<file path="src/rtl/bm_pkg.sv">
`default_nettype none
// ============================================================================
// Module   : bm_pkg
// Brief    : Shared state encoding and BRAM address-field widths for the
//            block-matcher read path and bit_pixel_rotator_bram.
// Revision : 1.0 - initial release
// ============================================================================
package bm_pkg;

    typedef enum logic [1:0] {
        ST_IDLE  = 2'd0,
        ST_READ  = 2'd1,
        ST_DRAIN = 2'd2
    } bm_state_t;

    localparam int c_buf_w   = 1;
    localparam int c_third_w = 2;
    localparam int c_word_w  = 16;
    localparam int c_addr_w  = c_buf_w + c_third_w + c_word_w;
    localparam int c_data_w  = 16;
    localparam int c_img_w   = 4;
    // Output queue entry: data, third index, start-of-third, end-of-third
    localparam int c_entry_w = c_data_w + c_third_w + 2;

    function automatic logic [c_addr_w-1:0] make_addr(
        input logic                 buf_sel,
        input logic [c_third_w-1:0] third,
        input logic [c_word_w-1:0]  word
    );
        return {buf_sel, third, word};
    endfunction

endpackage
`default_nettype wire

</file>
<file path="src/rtl/bm_rd_skid_fifo.sv">
`default_nettype none
// ============================================================================
// Module   : bm_rd_skid_fifo
// Brief    : Two-entry in-order queue; head is presented combinationally and
//            stays put until popped.
// Revision : 1.0 - initial release
// ============================================================================
module bm_rd_skid_fifo
    import bm_pkg::*;
#(
    parameter int WIDTH = c_entry_w
) (
    input  logic             clk,
    input  logic             reset,
    input  logic             i_push,
    input  logic [WIDTH-1:0] i_data,
    input  logic             i_pop,
    output logic [WIDTH-1:0] o_data,
    output logic             o_valid,
    output logic [1:0]       o_count
);

    logic [WIDTH-1:0] r_mem [2];
    logic             r_wr_ptr;
    logic             r_rd_ptr;
    logic [1:0]       r_count;
    logic             w_pop;
    logic             w_push;

    assign w_pop  = i_pop & (r_count != 2'd0);
    assign w_push = i_push & ((r_count != 2'd2) | w_pop);

    always_ff @(posedge clk) begin
        if (!reset) begin
            for (int i = 0; i < 2; i++) begin
                r_mem[i] <= '0;
            end
            r_wr_ptr <= 1'b0;
            r_rd_ptr <= 1'b0;
            r_count  <= 2'd0;
        end else begin
            if (w_push) begin
                r_mem[r_wr_ptr] <= i_data;
                r_wr_ptr        <= ~r_wr_ptr;
            end
            if (w_pop) begin
                r_rd_ptr <= ~r_rd_ptr;
            end
            r_count <= r_count + {1'b0, w_push} - {1'b0, w_pop};
        end
    end

    assign o_data  = r_mem[r_rd_ptr];
    assign o_valid = (r_count != 2'd0);
    assign o_count = r_count;

endmodule
`default_nettype wire

</file>
<file path="src/rtl/bm_read_scheduler.sv">
`default_nettype none
// ============================================================================
// Module   : bm_read_scheduler
// Brief    : Streams each completed three-third set out of the ping-pong BRAM
//            to the block matcher, one word per clock under backpressure.
// Revision : 1.0 - initial release
// ============================================================================
module bm_read_scheduler
    import bm_pkg::*;
#(
    parameter int third_cols = 240,
    parameter int third_rows = 480,
    parameter int num_pix    = 16
) (
    input  logic                 clk,
    input  logic                 reset,
    input  logic [c_img_w-1:0]   image_number,
    output logic [c_addr_w-1:0]  rd_addr,
    output logic                 rd_en,
    input  logic [c_data_w-1:0]  rd_data,
    output logic [c_data_w-1:0]  pix_out,
    output logic                 pix_out_valid,
    input  logic                 pix_out_ready,
    output logic [c_third_w-1:0] third_out,
    output logic                 sof_out,
    output logic                 eof_out,
    output logic                 busy,
    output logic                 overrun
);

    localparam int c_wr_cols         = third_cols / num_pix;
    localparam int c_words_per_third = c_wr_cols * third_rows;
    localparam logic [c_word_w-1:0]  c_last_word  = c_word_w'(c_words_per_third - 1);
    localparam logic [c_third_w-1:0] c_last_third = 2'd2;

    bm_state_t             r_state;
    bm_state_t             w_state_next;
    logic                  r_rd_buf;
    logic [c_img_w-1:0]    r_rd_image;
    logic [c_third_w-1:0]  r_third;
    logic [c_word_w-1:0]   r_word;
    logic                  r_inflight;
    logic [c_third_w-1:0]  r_if_third;
    logic                  r_if_sof;
    logic                  r_if_eof;
    logic                  r_overrun;

    logic                  w_pop;
    logic                  w_rd_en;
    logic                  w_last_word;
    logic                  w_set_done;
    logic                  w_drained;
    logic [2:0]            w_occupancy;
    logic [c_img_w-1:0]    w_lag;
    logic [1:0]            w_fifo_count;
    logic                  w_head_valid;
    logic [c_entry_w-1:0]  w_head;
    logic [c_entry_w-1:0]  w_push_data;

    assign w_pop       = w_head_valid & pix_out_ready;
    // Credit check counts the read already in flight so the queue never overflows
    assign w_occupancy = {1'b0, w_fifo_count} + {2'b00, r_inflight} - {2'b00, w_pop};
    assign w_rd_en     = (r_state == ST_READ) && (w_occupancy < 3'd2);
    assign w_last_word = (r_word == c_last_word);
    assign w_set_done  = w_rd_en & w_last_word & (r_third == c_last_third);
    assign w_drained   = (w_fifo_count == 2'd0) && !r_inflight;
    assign w_lag       = image_number - r_rd_image;

    always_ff @(posedge clk) begin
        if (!reset) begin
            r_state <= ST_IDLE;
        end else begin
            r_state <= w_state_next;
        end
    end

    always_comb begin
        w_state_next = r_state;
        case (r_state)
            ST_IDLE: begin
                if (image_number != r_rd_image) begin
                    w_state_next = ST_READ;
                end
            end
            ST_READ: begin
                if (w_set_done) begin
                    w_state_next = ST_DRAIN;
                end
            end
            ST_DRAIN: begin
                if (w_drained) begin
                    w_state_next = ST_IDLE;
                end
            end
            default: w_state_next = ST_IDLE;
        endcase
    end

    always_ff @(posedge clk) begin
        if (!reset) begin
            r_rd_buf   <= 1'b0;
            r_rd_image <= '0;
            r_third    <= '0;
            r_word     <= '0;
            r_inflight <= 1'b0;
            r_if_third <= '0;
            r_if_sof   <= 1'b0;
            r_if_eof   <= 1'b0;
            r_overrun  <= 1'b0;
        end else begin
            r_inflight <= w_rd_en;
            if (w_rd_en) begin
                r_if_third <= r_third;
                r_if_sof   <= (r_word == '0);
                r_if_eof   <= w_last_word;
            end

            if (r_state == ST_IDLE) begin
                r_third <= '0;
                r_word  <= '0;
            end else if (w_rd_en) begin
                if (w_last_word) begin
                    r_word  <= '0;
                    r_third <= (r_third == c_last_third) ? 2'd0 : r_third + 2'd1;
                end else begin
                    r_word <= r_word + 16'd1;
                end
            end

            // Set fully handed off: move to the writer's other buffer
            if ((r_state == ST_DRAIN) && w_drained) begin
                r_rd_buf   <= ~r_rd_buf;
                r_rd_image <= r_rd_image + 4'd1;
            end

            if (w_lag >= 4'd2) begin
                r_overrun <= 1'b1;
            end
        end
    end

    assign w_push_data = {rd_data, r_if_third, r_if_sof, r_if_eof};

    bm_rd_skid_fifo #(
        .WIDTH (c_entry_w)
    ) u_out_fifo (
        .clk     (clk),
        .reset   (reset),
        .i_push  (r_inflight),
        .i_data  (w_push_data),
        .i_pop   (pix_out_ready),
        .o_data  (w_head),
        .o_valid (w_head_valid),
        .o_count (w_fifo_count)
    );

    assign {pix_out, third_out, sof_out, eof_out} = w_head;
    assign pix_out_valid = w_head_valid;
    assign rd_en         = w_rd_en;
    assign rd_addr       = make_addr(r_rd_buf, r_third, r_word);
    assign busy          = (r_state != ST_IDLE);
    assign overrun       = r_overrun;

endmodule
`default_nettype wire
</file>
<file path="config.mk">
export PLATFORM = sky130hd
export DESIGN_NAME = bm_read_scheduler
export DESIGN_NICKNAME = d
export VERILOG_FILES = /design/src/rtl/bm_pkg.sv /design/src/rtl/bm_rd_skid_fifo.sv /design/src/rtl/bm_read_scheduler.sv
export SDC_FILE = /design/constraint.sdc
export NUM_CORES = 1
export LEC_CHECK = 0
export ABC_AREA = 1
export CAP_MARGIN = 20
export CORE_ASPECT_RATIO = 0.9
export CORE_MARGIN = 4
export CORE_UTILIZATION = 53
export DETAILED_ROUTE_END_ITERATION = 7
export GPL_TIMING_DRIVEN = 0
export PLACE_DENSITY = 0.84
export SLEW_MARGIN = 20
export SYNTH_ARGS = -nofsm -noshare
export SYNTH_HDL_FRONTEND = slang
export SYNTH_SLANG_ARGS = --single-unit
</file>
<file path="constraint.sdc">
create_clock -name clk -period 3 [get_ports clk]
set_input_delay 0.6 -clock clk [delete_from_list [all_inputs] [get_ports clk]]
set_output_delay 0.6 -clock clk [all_outputs]
set_load 0.02 [all_outputs]
</file>
==> impl_metrics.py <==
metrics = {
    "power_and_ir_drop": {
        "power_leakage_nw": 1.92,
        "p_sw_frac": 0.310,
        "fin_total_pwr_mw": 3.01,
        "max-vdd-ir-drop_mv": 0.378,
        "pwr-share-clk": 0.280,
        "intPower_mw": 2.08,
        "power.share.combinational": 0.308,
        "powerDensity_nw_per_um2": 623,
        "p_seq_frac": 0.412,
        "p_switching_mw": 0.933,
    },
    "clock_network": {
        "path_clk_slew_ps": 80,
        "cts.sinks": 76,
        "root_buffer": "clkbuf_8",
        "h-tree-depth": 3,
        "cts_inserted_buffers": 9,
        "cts_tree": "built",
        "clk_latency_ps": 350,
        "cts_buffer_depth": 2,
    },
    "timing": {
        "maxSlewViolCount": 0,
        "finalHoldViolations": 0,
        "period_share": 0.956,
        "slew_headroom": 0.406,
        "fin_ws_ps": 132,
        "fin_crit_ps": 2870,
        "finClkSkew_ps": 11.4,
        "max_freq_ghz": 0.349,
        "final.setup.tns_ps": 0,
        "setup_viol": 0,
        "worst_pin_slew_ps": 888,
        "timing.hold.ws_ps": 455,
    },
    "layout": {
        "post-route-util": 0.714,
        "diodes": 0,
        "nets": 540,
        "syn_to_final_growth_pct": 27.6,
        "stdcell_count": 601,
        "drive_gt1_frac": 0.190,
        "final_cell_area_sq_um": 4830,
    },
    "route": {
        "wirelength_mm": 8.20,
        "drc_errors": 0,
        "drtIter0Drc": 147,
        "final_antenna_net_count": 0,
        "wire_per_inst_microns": 13.7,
        "first_pass_iters": 4,
        "vias": 3028,
        "via_per_inst": 5.04,
    },
    "synthesis": {
        "synthCells": 424,
        "synth-edff-count": 40,
        "syn-num-nets": 457,
        "yosys_warnings": 0,
        "yosysSeqAreaShare": 0.507,
        "synth.avg_cell_area_sq_um": 8.93,
        "synth.distinct_cells": 31,
        "syn_area_sq_um": 3790,
        "ys.flop_type": "edfxtp_1",
        "ys_ff_latch": 76,
        "ys_async_sr_fraction": 0,
    },
    "die": {
        "core_sq_um": 6760,
        "die_x_microns": 97.1,
        "initial_core_util": 0.560,
        "num_rows": 28,
        "io_pins": 66,
        "die_h_microns": 88.2,
        "die_area_sq_um": 8560,
    },
    "place": {
        "placed_area_sq_um": 4550,
        "routabilityCongestion": 0.871,
        "place_inst": 579,
        "dp_hpwl_mm": 5.84,
        "post-place-ws_ps": -891,
        "port_buffers": 65,
    },
    "critical_path": {
        "worstPathArrival_ps": 2270,
        "critPathCaptureType": "output pin",
        "startpoint_type": "flop",
        "required_ps": 2400,
        "path_class": "flop to output pin",
        "path_max_fanout": 6,
    },
    "grt": {
        "grtUsageTotal": 0.202,
        "grt_pass1_vias": 2952,
        "antenna_found_initial": 0,
        "grt_pass1_wl_mm": 13.8,
        "grt_max_degree": 21,
        "grt_overflow": 0,
    },
    "run": {
        "cap_violations": 0,
    },
    "run_status": {
        "outcome": "finished clean",
    },
    "worst_hold_path": {
        "hold_class": "flop to flop",
    },
}
## what timing repair did
action	CTS	global route
endpoints found under the setup margin	1	1
gates resized for setup	8	8
pin swaps	3	1
buffers inserted	7	0
hold buffers	0	0
## layout by cell type (no fill, tap or decap), types with 6 or more instances in the layout
| cell | n |
|---|---|
| clkbuf_8 | 9 |
| a21oi_1 | 20 |
| buf_4 | 11 |
| clkdlybuf4s50_1 | 63 |
| nor2_2 | 21 |
| ha_1 | 8 |
| mux2_2 | 20 |
| nand4_1 | 10 |
| inv_1 | 59 |
| nand2_1 | 59 |
| nand3_1 | 15 |
| edfxtp_1 | 40 |
| dfxtp_1 | 34 |
| nand2_2 | 6 |
| nor2_1 | 75 |
| o21ai_0 | 10 |
## metal layers
layer  vias to the layer above  track usage  wire, microns
li1                       1535            -              -
met1                      1406        0.262           3850
met2                        77        0.332           3810
met3                        10       0.0621            439
met4                         0       0.0599            106
met5                         -            0              0
## power by group through the flow
stage          clock [mW]  combinational (mW)  sequential (mW)
2_1_floorplan           0               0.533             1.25
3_3_place_gp            0               0.799             1.25
3_5_place_dp            0               0.814             1.26
4_1_cts             0.854               0.910             1.23
5_1_grt             0.906                1.00             1.25
6_report            0.843               0.927             1.24
## state kept, by name, summed over array words and instances (netlist names), 2 cells and up, named ones only
signal,flops
r_third,2
r_state,2
u_out_fifo.o_count,2
r_rd_image,4
r_word,16
u_out_fifo.r_mem,40
r_if_third,2
## cell type report
type / instances / area [sq um]
Tap cell: 90 / 113
Fill cell: 515 / 1930
Timing Repair Buffer: 72 / 696
Multi-Input combinational cell: 273 / 1560
Inverter: 63 / 236
Sequential cell: 76 / 1930
Clock inverter: 6 / 87.6
Buffer: 12 / 88.8
Clock buffer: 9 / 124
## cell usage after synthesis (all sizes together) (3+ instances only)
library cell	n	share of area
nand2	65	0.068
xnor2	3	0.0069
dfxtp	36	0.19
nor2	99	0.12
mux2	20	0.059
a21oi	21	0.028
buf	9	0.020
o21ai	12	0.018
nand3	18	0.026
clkbuf	3	0.0030
nand4	11	0.022
nor3	4	0.0053
edfxtp	40	0.32
ha	8	0.026
inv	63	0.062
## path summary, 6_finish.rpt
path,depth (start not counted),slack [ps],startpoint,to
min reg2reg,1,460,u_out_fifo.r_rd_ptr,flop
max reg2reg,14,550,u_out_fifo.o_count[1],r_word[9]
min,1,460,u_out_fifo.r_rd_ptr,flop
max,10,130,u_out_fifo.o_count[1],rd_en
## cells by family after synthesis
kind of cell	share of synthesized area
muxes	0.0595
AOI/OAI and AO/OA	0.0552
buffers and inverters	0.0859
DFF	0.507
xor gates and xnor gates	0.0116
adders and majority gates	0.0370
and+or+nand+nor	0.243
## critical path: stages, from the launching register on
cell,delay (ps)
dfxtp_4,390
nor2_2,70
nor2_4,110
nor2_1,70
a21oi_2,150
nand2_2,80
fa_2,560
nand3_2,90
nor2_4,150
buf_6,120
buf_4,130
Note: power is estimated with default switching activity, not from simulation.
